--- src/rtl/control_pkg.sv ---
// rtl/control_pkg.sv - state encodings, opcode map and IR field layout for the control sequencer
package control_pkg;

    localparam int NUM_REGS = 16;

    typedef enum logic [3:0] {
        S_IDLE = 4'd0,
        S_T0   = 4'd1,
        S_T1   = 4'd2,
        S_T2   = 4'd3,
        S_T3   = 4'd4,
        S_T4   = 4'd5,
        S_T5   = 4'd6,
        S_T6   = 4'd7,
        S_HALT = 4'd8
    } state_t;

    localparam int OP_MSB = 31;
    localparam int OP_LSB = 27;
    localparam int RA_MSB = 26;
    localparam int RA_LSB = 23;
    localparam int RB_MSB = 22;
    localparam int RB_LSB = 19;
    localparam int RC_MSB = 18;
    localparam int RC_LSB = 15;

    localparam logic [4:0] OP_ALU_LAST = 5'd13;
    localparam logic [4:0] OP_MUL      = 5'd14;
    localparam logic [4:0] OP_DIV      = 5'd15;
    localparam logic [4:0] OP_MFHI     = 5'd16;
    localparam logic [4:0] OP_MFLO     = 5'd17;
    localparam logic [4:0] OP_HALT     = 5'd31;

    localparam logic [3:0] ALU_MUL = 4'b1110;
    localparam logic [3:0] ALU_DIV = 4'b1111;

    typedef enum logic [2:0] {
        CLS_ALU,
        CLS_MULDIV,
        CLS_MFHI,
        CLS_MFLO,
        CLS_HALT,
        CLS_ILLEGAL
    } op_class_t;

    function automatic op_class_t classify(input logic [4:0] op);
        if (op <= OP_ALU_LAST)                 return CLS_ALU;
        else if (op == OP_MUL || op == OP_DIV) return CLS_MULDIV;
        else if (op == OP_MFHI)                return CLS_MFHI;
        else if (op == OP_MFLO)                return CLS_MFLO;
        else if (op == OP_HALT)                return CLS_HALT;
        else                                   return CLS_ILLEGAL;
    endfunction

    function automatic logic [3:0] alu_code(input logic [4:0] op);
        if (op == OP_MUL)      return ALU_MUL;
        else if (op == OP_DIV) return ALU_DIV;
        else                   return op[3:0];
    endfunction

endpackage

--- src/rtl/control_sequencer_reg_field_decoder.sv ---
// rtl/control_sequencer_reg_field_decoder.sv - 4-bit register field to 16-bit one-hot, gated by enable
module reg_field_decoder
    import control_pkg::*;
(
    input  logic                field,
    input  logic [3:0]          sel,
    output logic [NUM_REGS-1:0] onehot
);

    assign onehot = field ? (16'd1 << sel) : 16'd0;

endmodule

--- src/rtl/control_sequencer.sv ---
// rtl/control_sequencer.sv - hardwired fetch/execute sequencer driving datapath strobes from state and IR
module control_sequencer
    import control_pkg::*;
(
    input  logic        clk,
    input  logic        reset,
    input  logic        run,
    input  logic        mem_ready,
    input  logic [31:0] IR,
    output logic [3:0]  ALUcontrol,
    output logic        MDRead,
    output logic [15:0] RIn,
    output logic [15:0] RSelect,
    output logic        PCIn,
    output logic        PCSelect,
    output logic        MARIn,
    output logic        MDRIn,
    output logic        MDRSelect,
    output logic        IRIn,
    output logic        RYIn,
    output logic        ZLowIn,
    output logic        ZHighIn,
    output logic        ZLowSelect,
    output logic        ZHighSelect,
    output logic        HIIn,
    output logic        LOWIn,
    output logic        HISelect,
    output logic        LOWSelect,
    output logic        IncPC,
    output logic [3:0]  state,
    output logic        halted,
    output logic        illegal
);

    state_t      state_q;
    state_t      state_d;
    state_t      fetch_next;
    logic        halted_q;
    logic        illegal_q;
    op_class_t   cls;
    logic [4:0]  opcode;
    logic        ra_en;
    logic        rb_en;
    logic        rc_en;
    logic [15:0] rsel_b;
    logic [15:0] rsel_c;
    logic        unused_ir_low;

    assign opcode        = IR[OP_MSB:OP_LSB];
    assign cls           = classify(opcode);
    assign fetch_next    = run ? S_T0 : S_IDLE;
    assign unused_ir_low = ^IR[RC_LSB-1:0];

    assign state   = state_q;
    assign halted  = halted_q;
    assign illegal = illegal_q;

    reg_field_decoder u_dec_ra (.field(ra_en), .sel(IR[RA_MSB:RA_LSB]), .onehot(RIn));
    reg_field_decoder u_dec_rb (.field(rb_en), .sel(IR[RB_MSB:RB_LSB]), .onehot(rsel_b));
    reg_field_decoder u_dec_rc (.field(rc_en), .sel(IR[RC_MSB:RC_LSB]), .onehot(rsel_c));

    // Rb and Rc drive the bus in different states, so OR-ing keeps RSelect one-hot.
    assign RSelect = rsel_b | rsel_c;

    always_ff @(posedge clk) begin
        if (reset) begin
            state_q   <= S_IDLE;
            halted_q  <= 1'b0;
            illegal_q <= 1'b0;
        end else begin
            state_q <= state_d;
            if (state_q == S_T3 && (cls == CLS_HALT || cls == CLS_ILLEGAL))
                halted_q <= 1'b1;
            if (state_q == S_T3 && cls == CLS_ILLEGAL)
                illegal_q <= 1'b1;
        end
    end

    always_comb begin
        state_d     = state_q;
        ALUcontrol  = 4'd0;
        MDRead      = 1'b0;
        PCIn        = 1'b0;
        PCSelect    = 1'b0;
        MARIn       = 1'b0;
        MDRIn       = 1'b0;
        MDRSelect   = 1'b0;
        IRIn        = 1'b0;
        RYIn        = 1'b0;
        ZLowIn      = 1'b0;
        ZHighIn     = 1'b0;
        ZLowSelect  = 1'b0;
        ZHighSelect = 1'b0;
        HIIn        = 1'b0;
        LOWIn       = 1'b0;
        HISelect    = 1'b0;
        LOWSelect   = 1'b0;
        IncPC       = 1'b0;
        ra_en       = 1'b0;
        rb_en       = 1'b0;
        rc_en       = 1'b0;

        case (state_q)
            S_IDLE: begin
                if (run) state_d = S_T0;
            end
            S_T0: begin
                PCSelect = 1'b1;
                MARIn    = 1'b1;
                IncPC    = 1'b1;
                ZLowIn   = 1'b1;
                state_d  = S_T1;
            end
            S_T1: begin
                // PC load waits for the ack cycle so a stall cannot load it twice.
                ZLowSelect = 1'b1;
                MDRead     = 1'b1;
                MDRIn      = 1'b1;
                if (mem_ready) begin
                    PCIn    = 1'b1;
                    state_d = S_T2;
                end
            end
            S_T2: begin
                MDRSelect = 1'b1;
                IRIn      = 1'b1;
                state_d   = S_T3;
            end
            S_T3: begin
                case (cls)
                    CLS_ALU, CLS_MULDIV: begin
                        rb_en   = 1'b1;
                        RYIn    = 1'b1;
                        state_d = S_T4;
                    end
                    CLS_MFHI: begin
                        HISelect = 1'b1;
                        ra_en    = 1'b1;
                        state_d  = fetch_next;
                    end
                    CLS_MFLO: begin
                        LOWSelect = 1'b1;
                        ra_en     = 1'b1;
                        state_d   = fetch_next;
                    end
                    default: state_d = S_HALT;
                endcase
            end
            S_T4: begin
                rc_en      = 1'b1;
                ALUcontrol = alu_code(opcode);
                ZLowIn     = 1'b1;
                ZHighIn    = (cls == CLS_MULDIV);
                state_d    = S_T5;
            end
            S_T5: begin
                ZLowSelect = 1'b1;
                if (cls == CLS_MULDIV) begin
                    LOWIn   = 1'b1;
                    state_d = S_T6;
                end else begin
                    ra_en   = 1'b1;
                    state_d = fetch_next;
                end
            end
            S_T6: begin
                ZHighSelect = 1'b1;
                HIIn        = 1'b1;
                state_d     = fetch_next;
            end
            S_HALT: state_d = S_HALT;
            default: state_d = S_IDLE;
        endcase
    end

endmodule

--- config.mk ---
export PLATFORM = sky130hd
export DESIGN_NAME = control_sequencer
export DESIGN_NICKNAME = d
export VERILOG_FILES = /design/src/rtl/control_pkg.sv /design/src/rtl/control_sequencer_reg_field_decoder.sv /design/src/rtl/control_sequencer.sv
export SDC_FILE = /design/constraint.sdc
export NUM_CORES = 1
export LEC_CHECK = 0
export ABC_CLOCK_PERIOD_IN_PS = 3130
export CAP_MARGIN = 20
export CORE_MARGIN = 8
export CORE_UTILIZATION = 30
export DETAILED_ROUTE_END_ITERATION = 7
export GPL_TIMING_DRIVEN = 0
export HOLD_SLACK_MARGIN = 0.03
export PLACE_DENSITY = 0.9
export SLEW_MARGIN = 30
export SYNTH_ARGS = -nofsm -noshare
export SYNTH_HDL_FRONTEND = slang
export SYNTH_SLANG_ARGS = --single-unit
export TNS_END_PERCENT = 10
--- constraint.sdc ---
create_clock -name clk -period 3.13 [get_ports clk]
set_input_delay 0.4695 -clock clk [delete_from_list [all_inputs] [get_ports clk]]
set_output_delay 0.4695 -clock clk [all_outputs]
set_load 0.01 [all_outputs]
==> results by stage <==
Clocking:
- The clock latency on the worst-skew pair is 250 ps.
- The clock net in this run drives a total of 6 sinks.
- The number of clock buffers inserted by TritonCTS is 3.
- Buffers inserted to repair hold after CTS numbered 0.
- The TritonCTS clock tree is built.
- No sink is reached through more buffers than the 2 on the longest clock path.
- The clock slew seen by the registers of the worst setup and hold paths is 50 ps.
- In this run the clock root is driven by a sky130_fd_sc_hd__clkbuf_4.
- The number of H-tree levels is 1.

Synthesis:
- Summing the areas of all compound-gate instances in the mapped netlist gives 22.2% of the synthesized area.
- The number of nets handed over by synthesis was 167.
- After synthesis the cells add up to 925 um^2.
- Measured against the total synthesized area, the mux share comes to 0%.
- For this run, the number of Yosys warnings is 0.
- In this run, synthesis produced a sequential element count of 6.
- Summing the areas of all fa, ha and maj instances in the mapped netlist gives 0% of the synthesized area.
- After Yosys synthesis, and, or, nand and nor cells account for 51.0% of the synthesized area.
- The xor and xnor fraction of the mapped netlist area is 0%.
- The gate count of the mapped netlist is 131.
- The unique cell type count in the Yosys netlist is 37.
- For this run, the register share of the synthesized area comes to 13.0%.
- A synthesized cell averages 7.06 um^2.
- By area, the combinational part of the netlist is dominated by simple AND/OR/NAND/NOR gates.

Place:
- Timing analysis after detailed placement gives a worst setup slack of -112 ps.
- The half-perimeter wire length of the detailed placement result is 3.15 mm.
- In this run the tool buffered the top-level ports with 79 buffer cells.
- The number of cells in the design after placement is 243.
- At the end of routability-driven placement, the weighted congestion stood at 0.939.

Setup path:
- The critical path goes through clkdlybuf4s50_1 > and4b_1 > clkbuf_2 > clkbuf_2 > nor4b_1 > clkdlybuf4s50_1.
- Of all nets on the critical path, the largest fanout is 10.
- The number of buffers and inverters on the critical path is 4.
- By startpoint and endpoint, the worst setup path is classified as primary input to primary output.
- STA classifies the critical path startpoint as a primary input.
- The delay of the slowest cell on the worst path is 600 ps.
- Data on the critical path is required at its endpoint by 2660 ps.
- The slowest stage of the critical path is the sky130_fd_sc_hd__clkdlybuf4s50_1 cell.
- The kind of end point of the critical path is a primary output.
- On the critical path the largest part of the delay comes from buffers and inverters.
- The data arrival time at the worst-slack endpoint is 2520 ps.

Global route:
- For this run, the total global-route usage over all layers was measured as 14.3%.
- The pin count of the biggest net entering global routing is 11.
- The via count of the first global-routing pass came to 1249.
- The initial antenna violation count is 0.
- The first-pass GRT wire length is 6.06 mm.
- After global routing the overflow that remains totals 0.

Cells and area:
- The ratio of cells with drive above 1 in the final layout is 13.6%.
- The finished layout holds 247 standard cells, fillers aside.
- The number of inserted diodes is 0.
- After the last flow step, the layout net total stands at 252.
- Compared with the post-synthesis result, the final layout area differs by 95.4%.

Routing:
- Summing over every cut layer, the via total after detailed routing is 1318.
- The total length of routed wires is 3.80 mm.
- The per-cell routed wire length is 15.4 um.
- The number of violations reported at the end of detailed-routing iteration 0 is 81.
- The pre-antenna-repair detailed-routing pass consisted of 4 iterations.
- After detailed routing, the number of vias per cell comes to 5.34.
- The number of routed nets with antenna violations is 0.
- For this run, design rule violations remaining after detail routing come to 0.

Status:
- The run finished with clean final reports.

STA:
- Subtracting the final worst setup slack from the clock period gives 2990 ps.
- The worst-case setup margin in the final layout is 144 ps.
- The worst max-slew margin expressed relative to the limit is 75.6%.
- The setup violation total in the final timing report is 0.
- The final worst-path cycle share is 95.4%.
- The pin slew with the least headroom to its limit is 365 ps.
- Setup repair after global routing left no endpoint under its margin.
- Static timing analysis puts the maximum clock frequency at 335 MHz.
- The hold violation total from the final report was 0.
- The worst hold margin is 452 ps.
- The total count of max-transition violations in the final report was 0.
- The largest clock skew in the final design is 6.15 ps.
- After routing, the total negative slack on setup checks comes to 0 ps.

Power:
- VDD sags by at most 74.9 uV.
- The design draws 0.344 mW.
- Of the total power, combinational logic draws 53.0%.
- The power per cell area is 191 mW/mm^2.
- Of the total power, the share spent switching nets is 35.2%.
- In this run the static leakage power is 0.697 nW.
- The register share of total power is 24.6%.
- The clock power share is 22.5%.
- Internal power comes to 0.223 mW.
- The net switching power of the design is 0.121 mW.

Floorplan:
- The initial utilization of the core area, before any placement, comes to 30.8%.
- The die is 71.5 um tall.
- For this design the top-level I/O count stands at 95.
- The area of the die is 0.00511 mm^2.
- The horizontal die dimension is 71.5 um.
- The core region is 0.00300 mm^2.
- In this run the core area contains 20 standard-cell rows.

Worst hold path:
- The worst hold path belongs to the class register to register.

Run:
- The tool flagged a number of max-cap violations equal to 0.
==> Yosys cell counts (all sizes together) <==
cell	instances	area, um^2
nor2b	2	12.5
nor2	7	26.3
nand3	4	20.0
a22oi	1	7.51
o21ai	1	5.00
a211o	1	8.76
a222oi	1	10.0
dfxtp	6	120
a211oi	1	7.51
nor4b	5	58.8
and4b	1	10.0
nor3	2	10.0
nor4	12	75.1
o2bb2ai	1	8.76
nand2b	7	43.8
inv	9	33.8
nand3b	3	22.5
or3b	1	8.76
and3	2	12.5
a21oi	3	15.0
clkbuf	3	12.5
a311oi	1	8.76
nand2	10	37.5
or2	4	25.0
o22ai	16	100
nand4	4	25.0
buf	10	81.3
and4bb	3	37.5
and2b	1	7.51
and2	6	38.8
a31oi	3	33.8
==> kinds of logic (layout without fill, tap and decap cells) <==
kind of cell	after synthesis	count (layout)
buf+inv	22	105
flops	6	6
compound gates	29	29
simple gates	74	74
==> worst register-to-register path: stages (launching register included) <==
cell	delay [ps]
sky130_fd_sc_hd__dfxtp_1	330
sky130_fd_sc_hd__buf_2	190
sky130_fd_sc_hd__nor4b_4	360
sky130_fd_sc_hd__buf_4	220
sky130_fd_sc_hd__nand3b_1	120
sky130_fd_sc_hd__a21oi_1	160
==> final cells by class <==
type                    instances  area (um^2)
plain buffers                  13         96.3
clock buffers                   3         22.5
fillers                       285         1200
inverters                       9         33.8
multi-input cells             103          688
flip-flops and latches          6          120
well taps                      33         41.3
repair buffers                 80          805
==> what timing repair did <==
item                       CTS  global route
resized for setup            3             6
setup buffers                0             1
pin swaps                    0             1
setup endpoints to repair   14            11
==> power by group through the flow <==
stage                     clock [mW]  sequential, mW  combinational, mW
final                         0.0774          0.0846              0.182
after global routing          0.0851          0.0857              0.198
after floorplan                    0          0.0883             0.0871
after global placement             0          0.0862              0.178
after detailed placement           0          0.0864              0.181
after CTS                     0.0768          0.0848              0.182
==> cells in the final DEF (no fill, tap or decap), types with 2 or more instances in the layout <==
cell	instances
sky130_fd_sc_hd__nor4b_1	4
sky130_fd_sc_hd__nand3b_1	3
sky130_fd_sc_hd__nor2b_1	2
sky130_fd_sc_hd__nor4_1	12
sky130_fd_sc_hd__dfxtp_1	6
sky130_fd_sc_hd__buf_6	3
sky130_fd_sc_hd__clkdlybuf4s50_1	75
sky130_fd_sc_hd__inv_1	9
sky130_fd_sc_hd__and4bb_2	3
sky130_fd_sc_hd__nor2_1	7
sky130_fd_sc_hd__clkbuf_4	3
sky130_fd_sc_hd__and2_1	5
sky130_fd_sc_hd__nand2_1	10
sky130_fd_sc_hd__or2_2	4
sky130_fd_sc_hd__nand2b_1	7
sky130_fd_sc_hd__and3_1	2
sky130_fd_sc_hd__nand3_1	4
sky130_fd_sc_hd__a31oi_1	2
sky130_fd_sc_hd__clkbuf_2	3
sky130_fd_sc_hd__buf_4	6
sky130_fd_sc_hd__nand4_1	4
sky130_fd_sc_hd__buf_2	2
sky130_fd_sc_hd__o22ai_1	16
sky130_fd_sc_hd__dlymetal6s2s_1	3
sky130_fd_sc_hd__a21oi_1	3
==> worst paths after layout <==
check	startpoint	endpoint	slack [ps]	depth (start not counted)
max reg2reg	state[2]$_SDFFE_PP0P_	halted$_SDFFE_PP0P_	1700	5
min reg2reg	halted$_SDFFE_PP0P_	halted$_SDFFE_PP0P_	450	2
min	halted$_SDFFE_PP0P_	halted$_SDFFE_PP0P_	450	2
max	IR[28]	RIn[9]	140	6
==> state kept, by name, indices dropped and copies added (netlist names) <==
| signal | cells |
|---|---|
| illegal | 1 |
| halted | 1 |
| state | 4 |
==> routing by layer <==
metal	up-vias	wire [um]	GRT usage [%]
met2	64	1840	26.6
met3	4	450	5.72
met5	-	0	0
met1	581	1480	14.5
li1	669	-	-
met4	0	32	3.40
==> metrics by stage <==
stage | cell area (um^2) | util, %
floorplan | 925 | -
global placement | 1760 | 58.5
detailed placement | 1760 | 58.5
CTS | 1780 | 59.4
global route | 1810 | 60.2
finish | 1810 | 60.2
No activity file was read; power rests on OpenSTA's default activity.
